<file path="src/rtl/rotater_seq_pkg.sv">
// Shared definitions for the multi-step AC/link rotate/shift unit:
// operation codes, controller state encoding and the stepping-op classifier.
package rotater_seq_pkg;

  localparam logic [2:0] ROT_NOP  = 3'b000;
  localparam logic [2:0] ROT_SWAP = 3'b001;
  localparam logic [2:0] ROT_RAL  = 3'b010;
  localparam logic [2:0] ROT_RAR  = 3'b011;
  localparam logic [2:0] ROT_SHL  = 3'b100;
  localparam logic [2:0] ROT_ASR  = 3'b101;
  localparam logic [2:0] ROT_LSR  = 3'b110;
  localparam logic [2:0] ROT_RSV  = 3'b111;

  typedef enum logic [1:0] {
    ST_IDLE = 2'b00,
    ST_RUN  = 2'b01,
    ST_FIN  = 2'b10
  } state_t;

  // Ops that consume the step count; everything else completes at load.
  function automatic logic is_stepping(input logic [2:0] op);
    logic r;
    case (op)
      ROT_RAL, ROT_RAR, ROT_SHL, ROT_ASR, ROT_LSR: r = 1'b1;
      default:                                     r = 1'b0;
    endcase
    return r;
  endfunction

endpackage

</file>
<file path="src/rtl/rotater_step.sv">
// One bit-position step of a rotate/shift op on the {link, acc} pair.
// Non-stepping and reserved codes pass the operands through untouched.
module rotater_step
  import rotater_seq_pkg::*;
#(
  parameter int WIDTH = 12
) (
  input  logic [2:0]       op,
  input  logic [WIDTH-1:0] acc,
  input  logic             lnk,
  output logic [WIDTH-1:0] acc_step,
  output logic             lnk_step
);

  // single-step datapath
  always_comb begin
    acc_step = acc;
    lnk_step = lnk;
    case (op)
      ROT_RAL: begin lnk_step = acc[WIDTH-1]; acc_step = {acc[WIDTH-2:0], lnk};          end
      ROT_RAR: begin lnk_step = acc[0];       acc_step = {lnk, acc[WIDTH-1:1]};          end
      ROT_SHL: begin lnk_step = acc[WIDTH-1]; acc_step = {acc[WIDTH-2:0], 1'b0};         end
      ROT_ASR: begin lnk_step = acc[0];       acc_step = {acc[WIDTH-1], acc[WIDTH-1:1]}; end
      ROT_LSR: begin lnk_step = acc[0];       acc_step = {1'b0, acc[WIDTH-1:1]};         end
      default: begin lnk_step = lnk;          acc_step = acc;                            end
    endcase
  end

endmodule

</file>
<file path="src/rtl/rotater_seq.sv">
// Sequenced multi-step rotate/shift unit: loads AC+L and a count on start,
// performs up to BPC steps per clock, and pulses done when the result is final.
module rotater_seq
  import rotater_seq_pkg::*;
#(
  parameter int WIDTH = 12,
  parameter int CNTW  = 5,
  parameter int BPC   = 1
) (
  input  logic             clk,
  input  logic             reset,
  input  logic             start,
  input  logic [2:0]       op,
  input  logic [CNTW-1:0]  cnt,
  input  logic [WIDTH-1:0] ai,
  input  logic             li,
  input  logic             oe,
  output logic [WIDTH-1:0] ao,
  output logic             lo,
  output logic             busy,
  output logic             done
);

  state_t            state_r, state_nxt_s;
  logic [WIDTH-1:0]  acc_r, acc_nxt_s;
  logic              lnk_r, lnk_nxt_s;
  logic [CNTW-1:0]   cnt_r, cnt_nxt_s, take_s;
  logic [2:0]        op_r, op_nxt_s;
  logic              busy_r, done_r;

  logic [BPC:0][WIDTH-1:0] chain_acc_s;
  logic [BPC:0]            chain_lnk_s;

  function automatic logic [WIDTH-1:0] swap_halves(input logic [WIDTH-1:0] a);
    return {a[WIDTH/2-1:0], a[WIDTH-1:WIDTH/2]};
  endfunction

  assign chain_acc_s[0] = acc_r;
  assign chain_lnk_s[0] = lnk_r;

  // Stages beyond the remaining count bypass, so a short final cycle does exactly cnt steps.
  for (genvar g = 0; g < BPC; g++) begin : g_step
    logic [WIDTH-1:0] step_acc_s;
    logic             step_lnk_s;

    rotater_step #(.WIDTH(WIDTH)) u_step (
      .op       (op_r),
      .acc      (chain_acc_s[g]),
      .lnk      (chain_lnk_s[g]),
      .acc_step (step_acc_s),
      .lnk_step (step_lnk_s)
    );

    assign chain_acc_s[g+1] = (cnt_r > CNTW'(g)) ? step_acc_s : chain_acc_s[g];
    assign chain_lnk_s[g+1] = (cnt_r > CNTW'(g)) ? step_lnk_s : chain_lnk_s[g];
  end

  // steps consumed this cycle: min(BPC, cnt)
  always_comb begin
    if (cnt_r >= CNTW'(BPC)) begin
      take_s = CNTW'(BPC);
    end else begin
      take_s = cnt_r;
    end
  end

  // next-state and datapath load/step selection
  always_comb begin
    state_nxt_s = state_r;
    acc_nxt_s   = acc_r;
    lnk_nxt_s   = lnk_r;
    cnt_nxt_s   = cnt_r;
    op_nxt_s    = op_r;
    case (state_r)
      ST_IDLE: begin
        if (start) begin
          if (op == ROT_SWAP) begin
            acc_nxt_s = swap_halves(ai);
          end else begin
            acc_nxt_s = ai;
          end
          lnk_nxt_s = li;
          cnt_nxt_s = cnt;
          op_nxt_s  = op;
          if (is_stepping(op) && (cnt != {CNTW{1'b0}})) begin
            state_nxt_s = ST_RUN;
          end else begin
            state_nxt_s = ST_FIN;
          end
        end else begin
          state_nxt_s = ST_IDLE;
        end
      end
      ST_RUN: begin
        acc_nxt_s = chain_acc_s[BPC];
        lnk_nxt_s = chain_lnk_s[BPC];
        cnt_nxt_s = cnt_r - take_s;
        if (cnt_r == take_s) begin
          state_nxt_s = ST_FIN;
        end else begin
          state_nxt_s = ST_RUN;
        end
      end
      ST_FIN:  state_nxt_s = ST_IDLE;
      default: state_nxt_s = ST_IDLE;
    endcase
  end

  // state, datapath and status registers; busy/done are registered from the next state
  always_ff @(posedge clk) begin
    if (reset) begin
      state_r <= ST_IDLE;
      acc_r   <= {WIDTH{1'b0}};
      lnk_r   <= 1'b0;
      cnt_r   <= {CNTW{1'b0}};
      op_r    <= ROT_NOP;
      busy_r  <= 1'b0;
      done_r  <= 1'b0;
    end else begin
      state_r <= state_nxt_s;
      acc_r   <= acc_nxt_s;
      lnk_r   <= lnk_nxt_s;
      cnt_r   <= cnt_nxt_s;
      op_r    <= op_nxt_s;
      busy_r  <= (state_nxt_s != ST_IDLE);
      done_r  <= (state_nxt_s == ST_FIN);
    end
  end

  assign ao   = oe ? acc_r : {WIDTH{1'b0}};
  assign lo   = lnk_r;
  assign busy = busy_r;
  assign done = done_r;

endmodule

</file>
<file path="config.mk">
export PLATFORM = sky130hd
export DESIGN_NAME = rotater_seq
export DESIGN_NICKNAME = d
export VERILOG_FILES = /design/src/rtl/rotater_seq_pkg.sv /design/src/rtl/rotater_step.sv /design/src/rtl/rotater_seq.sv
export SDC_FILE = /design/constraint.sdc
export NUM_CORES = 1
export LEC_CHECK = 0
export BUFFER_PORTS_ARGS = -buffer_cell sky130_fd_sc_hd__buf_4
export CAP_MARGIN = 20
export CELL_PAD_IN_SITES_DETAIL_PLACEMENT = 1
export CELL_PAD_IN_SITES_GLOBAL_PLACEMENT = 2
export CORE_AREA = 2 2 79 81
export DETAILED_ROUTE_END_ITERATION = 8
export DIE_AREA = 0 0 81 83
export PLACE_DENSITY_LB_ADDON = 0.1
export SETUP_SLACK_MARGIN = 0.05
export SLEW_MARGIN = 20
export SYNTH_ARGS = -nofsm -noshare
export SYNTH_HDL_FRONTEND = slang
export SYNTH_HIERARCHICAL = 1
export SYNTH_SLANG_ARGS = --single-unit
</file>
<file path="constraint.sdc">
create_clock -name clk -period 5.2 [get_ports clk]
set_input_delay 1.04 -clock clk [delete_from_list [all_inputs] [get_ports clk]]
set_output_delay 1.04 -clock clk [all_outputs]
set_load 0.03 [all_outputs]
</file>
---- Yosys cells after proc, flatten, opt, wreduce, memory -nomap -nowiden ----
Cells that the tools add are included.
word-level totals
  bits in registers ....................... 25
  input bits .............................. 25
  output and inout port bits .............. 15
cells by class
  add/sub/neg operators ................... 1
  $lt $le $gt $ge ......................... 2
  equal/unequal tests ..................... 20
  muxes and demuxes ....................... 20
  reduce and logical (&&, ||, !) cells .... 13
operator list
  operator              count
  $pmux W12 S5          1
  $mux W12              4
  $pmux W12 S2          1
  $eq A3 B3 Y1 const B  6
  $eq A3 B2 Y1 const B  4
  $mux W5               2
  $pmux W5 S2           1
  $reduce_and A4 Y1     2
  $mux W2               3
  $ne A2 B2 Y1 const B  3
  $ne A6 B1 Y1 const B  1
  $eq A5 B5 Y1          1
  $ge A5 B1 Y1 const B  1
  $gt A5 B1 Y1 const B  1
  $mux W1               5
  $ne A5 B1 Y1 const B  1
  $reduce_and A5 Y1     1
  $reduce_bool A5 Y1    1
  $reduce_or A5 Y1      1
  $sub A5 B5 Y5         1
  $pmux W1 S2           2
  $pmux W2 S2           1
  $reduce_and A2 Y1     2
  $reduce_bool A2 Y1    2
  other kinds (8)       8

---- Longest topological paths before layout ----
  depth after elaboration ................. 10
  depth in mapped cells ................... 8
  depth with buffers taken out ............ 8

---- By module ----
The synthesis kept the hierarchy.
by module, submodules not included
  module        instances  cells an instance  area an instance (sq um)  seq. area each (sq um)
  rotater_seq   1          175                1398.8                    500.5
  rotater_step  1          65                 515.5                     0.0

---- Worst setup path before layout ----
No wires, ideal clock.
  path type ............................... in2out
  from .................................... input port oe
  to ...................................... output port ao[10]
  data arrival time ....................... 1.540 ns
  required time ........................... 4.160 ns
  slack ................................... 2.620 ns
  stages on the path ...................... 2
  buffers on the path ..................... 1
  path through ............................ clkbuf_1 and2_1
on the way
  cells in the longest elaborated chain, start to end .. 1
ends and longest elaborated chain
  item         line                text
  from (decl)  rotater_seq.sv:17   input logic oe,
  $mux W12     rotater_seq.sv:130  assign ao = oe ? acc_r : {WIDTH{1'b0}};
  to (decl)    rotater_seq.sv:18   output logic [WIDTH-1:0] ao,
Every way passes these cells.

---- Worst setup path in the final report ----
Same ends and word-level chain as after synthesis.

==> impl_metrics.yaml <==
outcome:
  outcome: "finished clean"
final_layout:
  diodes: 0
  area_delta_synth_final_pct: 16.6
  final_cell_area_mm2: 0.00223
  drive_gt1_share_pct: 21.6
  fin_util_pct: 38.4
  final_cell_mix: "41 x buf_4, 36 x nand2_1, 27 x nor2_1"
  final_nets: 295
  final_cells: 343
  layout_commonest_cell: "buf_4"
clock_network:
  cts_tree: "yes"
  clk_pin_slew_ns: 0.10
  cts_sinks: 25
  cts_hold_buf: 0
  htreeDepth: 1
  cts.path.max_buffers: 2
  numCtsBuffers: 3
  cts_setup_buffers: 0
  root_buffer: "clkbuf_8"
  insertion_delay_ns: 0.28
  cts_resized: 0
timing:
  finClkSkew_ns: 0.00402
  slew_viol_final: 0
  max_clock_freq_mhz: 393
  timing.setup.tns_ns: 0
  setup_ws_ns: 2.65
  slew_headroom_pct: 43.4
  min_period_over_period_pct: 49.0
  hold_viol: 0
  hold_ws_ns: 0.472
  worstMarginPinSlew_ns: 0.846
  period_minus_slack_ns: 2.55
  setup_violations: 0
  rsz0062_at_grt: "no"
synthesis:
  yosys_register_bits: 25
  synth_mux_area_share_pct: 8.56
  synth_edf_count: 0
  synthArstFlopShare_pct: 0
  synth_top_family_by_area: "simple AND/OR/NAND/NOR gates"
  synthXorXnorAreaFrac_pct: 1.31
  synth_cell_types: 48
  seq_area_frac_synth_pct: 26.1
  synth_nets: 266
  synth_fa_ha_area_share_pct: 0.654
  ys_warn_count: 6
  synth_flop_cell: "dfxtp_1"
  syn_inst: 240
  synth_area_per_cell_um2: 7.98
  synth-compound-area-share_pct: 27.3
  synthesis.area_mm2: 0.00191
  synthSimpleGateAreaFrac_pct: 28.5
placed_design:
  io_buffer_count: 39
  dp_slack_ns: 2.65
  hpwl_um: 4290
  placed_cells: 339
  gp_congestion: 0.776
  placed_area_mm2: 0.00218
floorplanning:
  dieHeight_um: 83
  die_area_mm2: 0.00672
  ioPinCount: 40
  core_mm2: 0.00582
  initial_core_util_pct: 32.9
  rows: 28
  dieWidth_um: 81
worst_setup_path:
  cp_num_cells: 3
  end_kind: "primary output"
  crit_arrival_ns: 1.51
  crit_path_end: "ao[10]"
  ff2ff_path_depth: 6
  r2r-start: "op_r[2]$_SDFFE_PP0P_"
  cp_top_family: "buffers and inverters"
  critical_path_class: "in2out"
  slowest_stage: "and2_1"
  path_cells: "buf_4 > and2_1 > buf_4"
  path_max_fanout: 12
  worst_path_most_repeated_cell: "buf_4"
  path_buf_inv: 2
  cp.required_ns: 4.16
  r2r_slack_ns: 3.26
  critPathMaxStageDelay_ns: 0.16
  setup.worst_path.start: "oe"
  worstReg2RegEnd: "acc_r[1]$_SDFFE_PP0P_"
  crit_path_start_kind: "input pin"
power:
  p_leak_nw: 0.909
  seqPwrFrac_pct: 41.9
  p_sw_mw: 0.245
  p_per_area_mw_per_mm2: 279
  p_sw_share_pct: 39.3
  pwr-share-comb_pct: 37.9
  p_int_mw: 0.378
  ir_worst_vdd_mv: 0.121
  pwr-share-clk_pct: 20.1
  finalPower_mw: 0.623
global_route:
  grt_pass1_vias: 1812
  grt_usage_pct: 17.7
  grt_overflow: 0
  grt_max_degree: 29
  grt_pass1_wl_um: 9330
  antenna_found_initial: 0
min_path:
  hold_path_depth: 2
  hold_path_class: "reg2reg"
route:
  antenna_left: 0
  wire_per_inst_um: 16.7
  drtIter0Drc: 96
  first_pass_iters: 4
  vias_per_cell: 5.55
  drc: 0
  drt-total-wl_um: 5720
  vias: 1905
flow_run:
  maxCapViolations: 0
-- cell families after synthesis --
| logic type | Yosys count |
|---|---|
| xor gates and xnor gates | 2 |
| AOI/OAI and AO/OA | 67 |
| adders and majority gates | 1 |
| and+or+nand+nor | 109 |
| buffers and inverters | 20 |
| DFF | 25 |
| muxes | 16 |
-- synthesized netlist by cell type, types with 2 or more instances --
cell type | count | area (µm²)
a31oi_1 | 12 | 75.1
inv_1 | 3 | 11.3
nand2b_1 | 2 | 12.5
nor3_1 | 10 | 50.1
a22o_1 | 12 | 105
nand2_1 | 36 | 135
nor2b_1 | 6 | 37.5
buf_2 | 5 | 25.0
buf_6 | 6 | 67.6
o21ai_0 | 2 | 10.0
a211oi_1 | 12 | 90.1
nor2_1 | 27 | 101
a21oi_1 | 9 | 45.0
a21o_1 | 2 | 15.0
and2_1 | 12 | 75.1
a221o_1 | 6 | 60.1
mux2i_1 | 13 | 130
dfxtp_1 | 25 | 500
nand3_1 | 3 | 15.0
clkbuf_1 | 3 | 11.3
buf_4 | 2 | 15.0
a22oi_1 | 4 | 30.0
mux2_2 | 3 | 33.8
-- worst min-delay path by stage --
stage,endpoint,slack (ns),from
global placement,op_r[0]$_SDFFE_PP0P_,0.45,op_r[0]$_SDFFE_PP0P_
detailed placement,op_r[0]$_SDFFE_PP0P_,0.46,op_r[0]$_SDFFE_PP0P_
floorplan,op_r[0]$_SDFFE_PP0P_,0.45,op_r[0]$_SDFFE_PP0P_
global route,op_r[0]$_SDFFE_PP0P_,0.51,op_r[0]$_SDFFE_PP0P_
finish,op_r[0]$_SDFFE_PP0P_,0.47,op_r[0]$_SDFFE_PP0P_
CTS,op_r[0]$_SDFFE_PP0P_,0.48,op_r[0]$_SDFFE_PP0P_
-- worst register-to-register path, cell delays in order, from the launching register on --
cell,delay [ns]
dfxtp_1,0.48
xnor2_2,0.57
nor2_1,0.13
a221o_1,0.29
nor2_1,0.13
a31oi_1,0.06
a22o_1,0.19
-- cell type report --
class / instances / area, µm²
Multi-Input combinational cell: 195 / 1270
Clock inverter: 1 / 7.51
Timing Repair Buffer: 41 / 308
Tap cell: 75 / 93.8
Fill cell: 748 / 3580
Clock buffer: 3 / 41.3
Inverter: 3 / 11.3
Sequential cell: 25 / 500
-- registers in the layout, summed over array words and instances, names as in the netlist --
name,cells
acc_r,12
busy,1
cnt_r,5
done,1
lo,1
op_r,3
state_r,2
-- layer usage --
layer  routed length [µm]  GRT usage, %  part of all wire [%]  up-vias
li1                     -             -                     -      937
met1                 3010          27.7                    53      923
met2                 2420          25.2                    42       40
met3                  222          1.96                   3.9        5
met4                   63          4.62                   1.1        0
met5                    0             0                     0        -
-- power by group through the flow --
stage          Sequential, mW  Combinational (mW)  Clock (mW)
2_1_floorplan           0.250               0.183           0
3_3_place_gp            0.266               0.236           0
3_5_place_dp            0.265               0.237           0
4_1_cts                 0.261               0.238       0.130
5_1_grt                 0.268               0.262       0.139
6_report                0.261               0.236       0.125
Note: power is estimated with default switching activity, not from simulation.
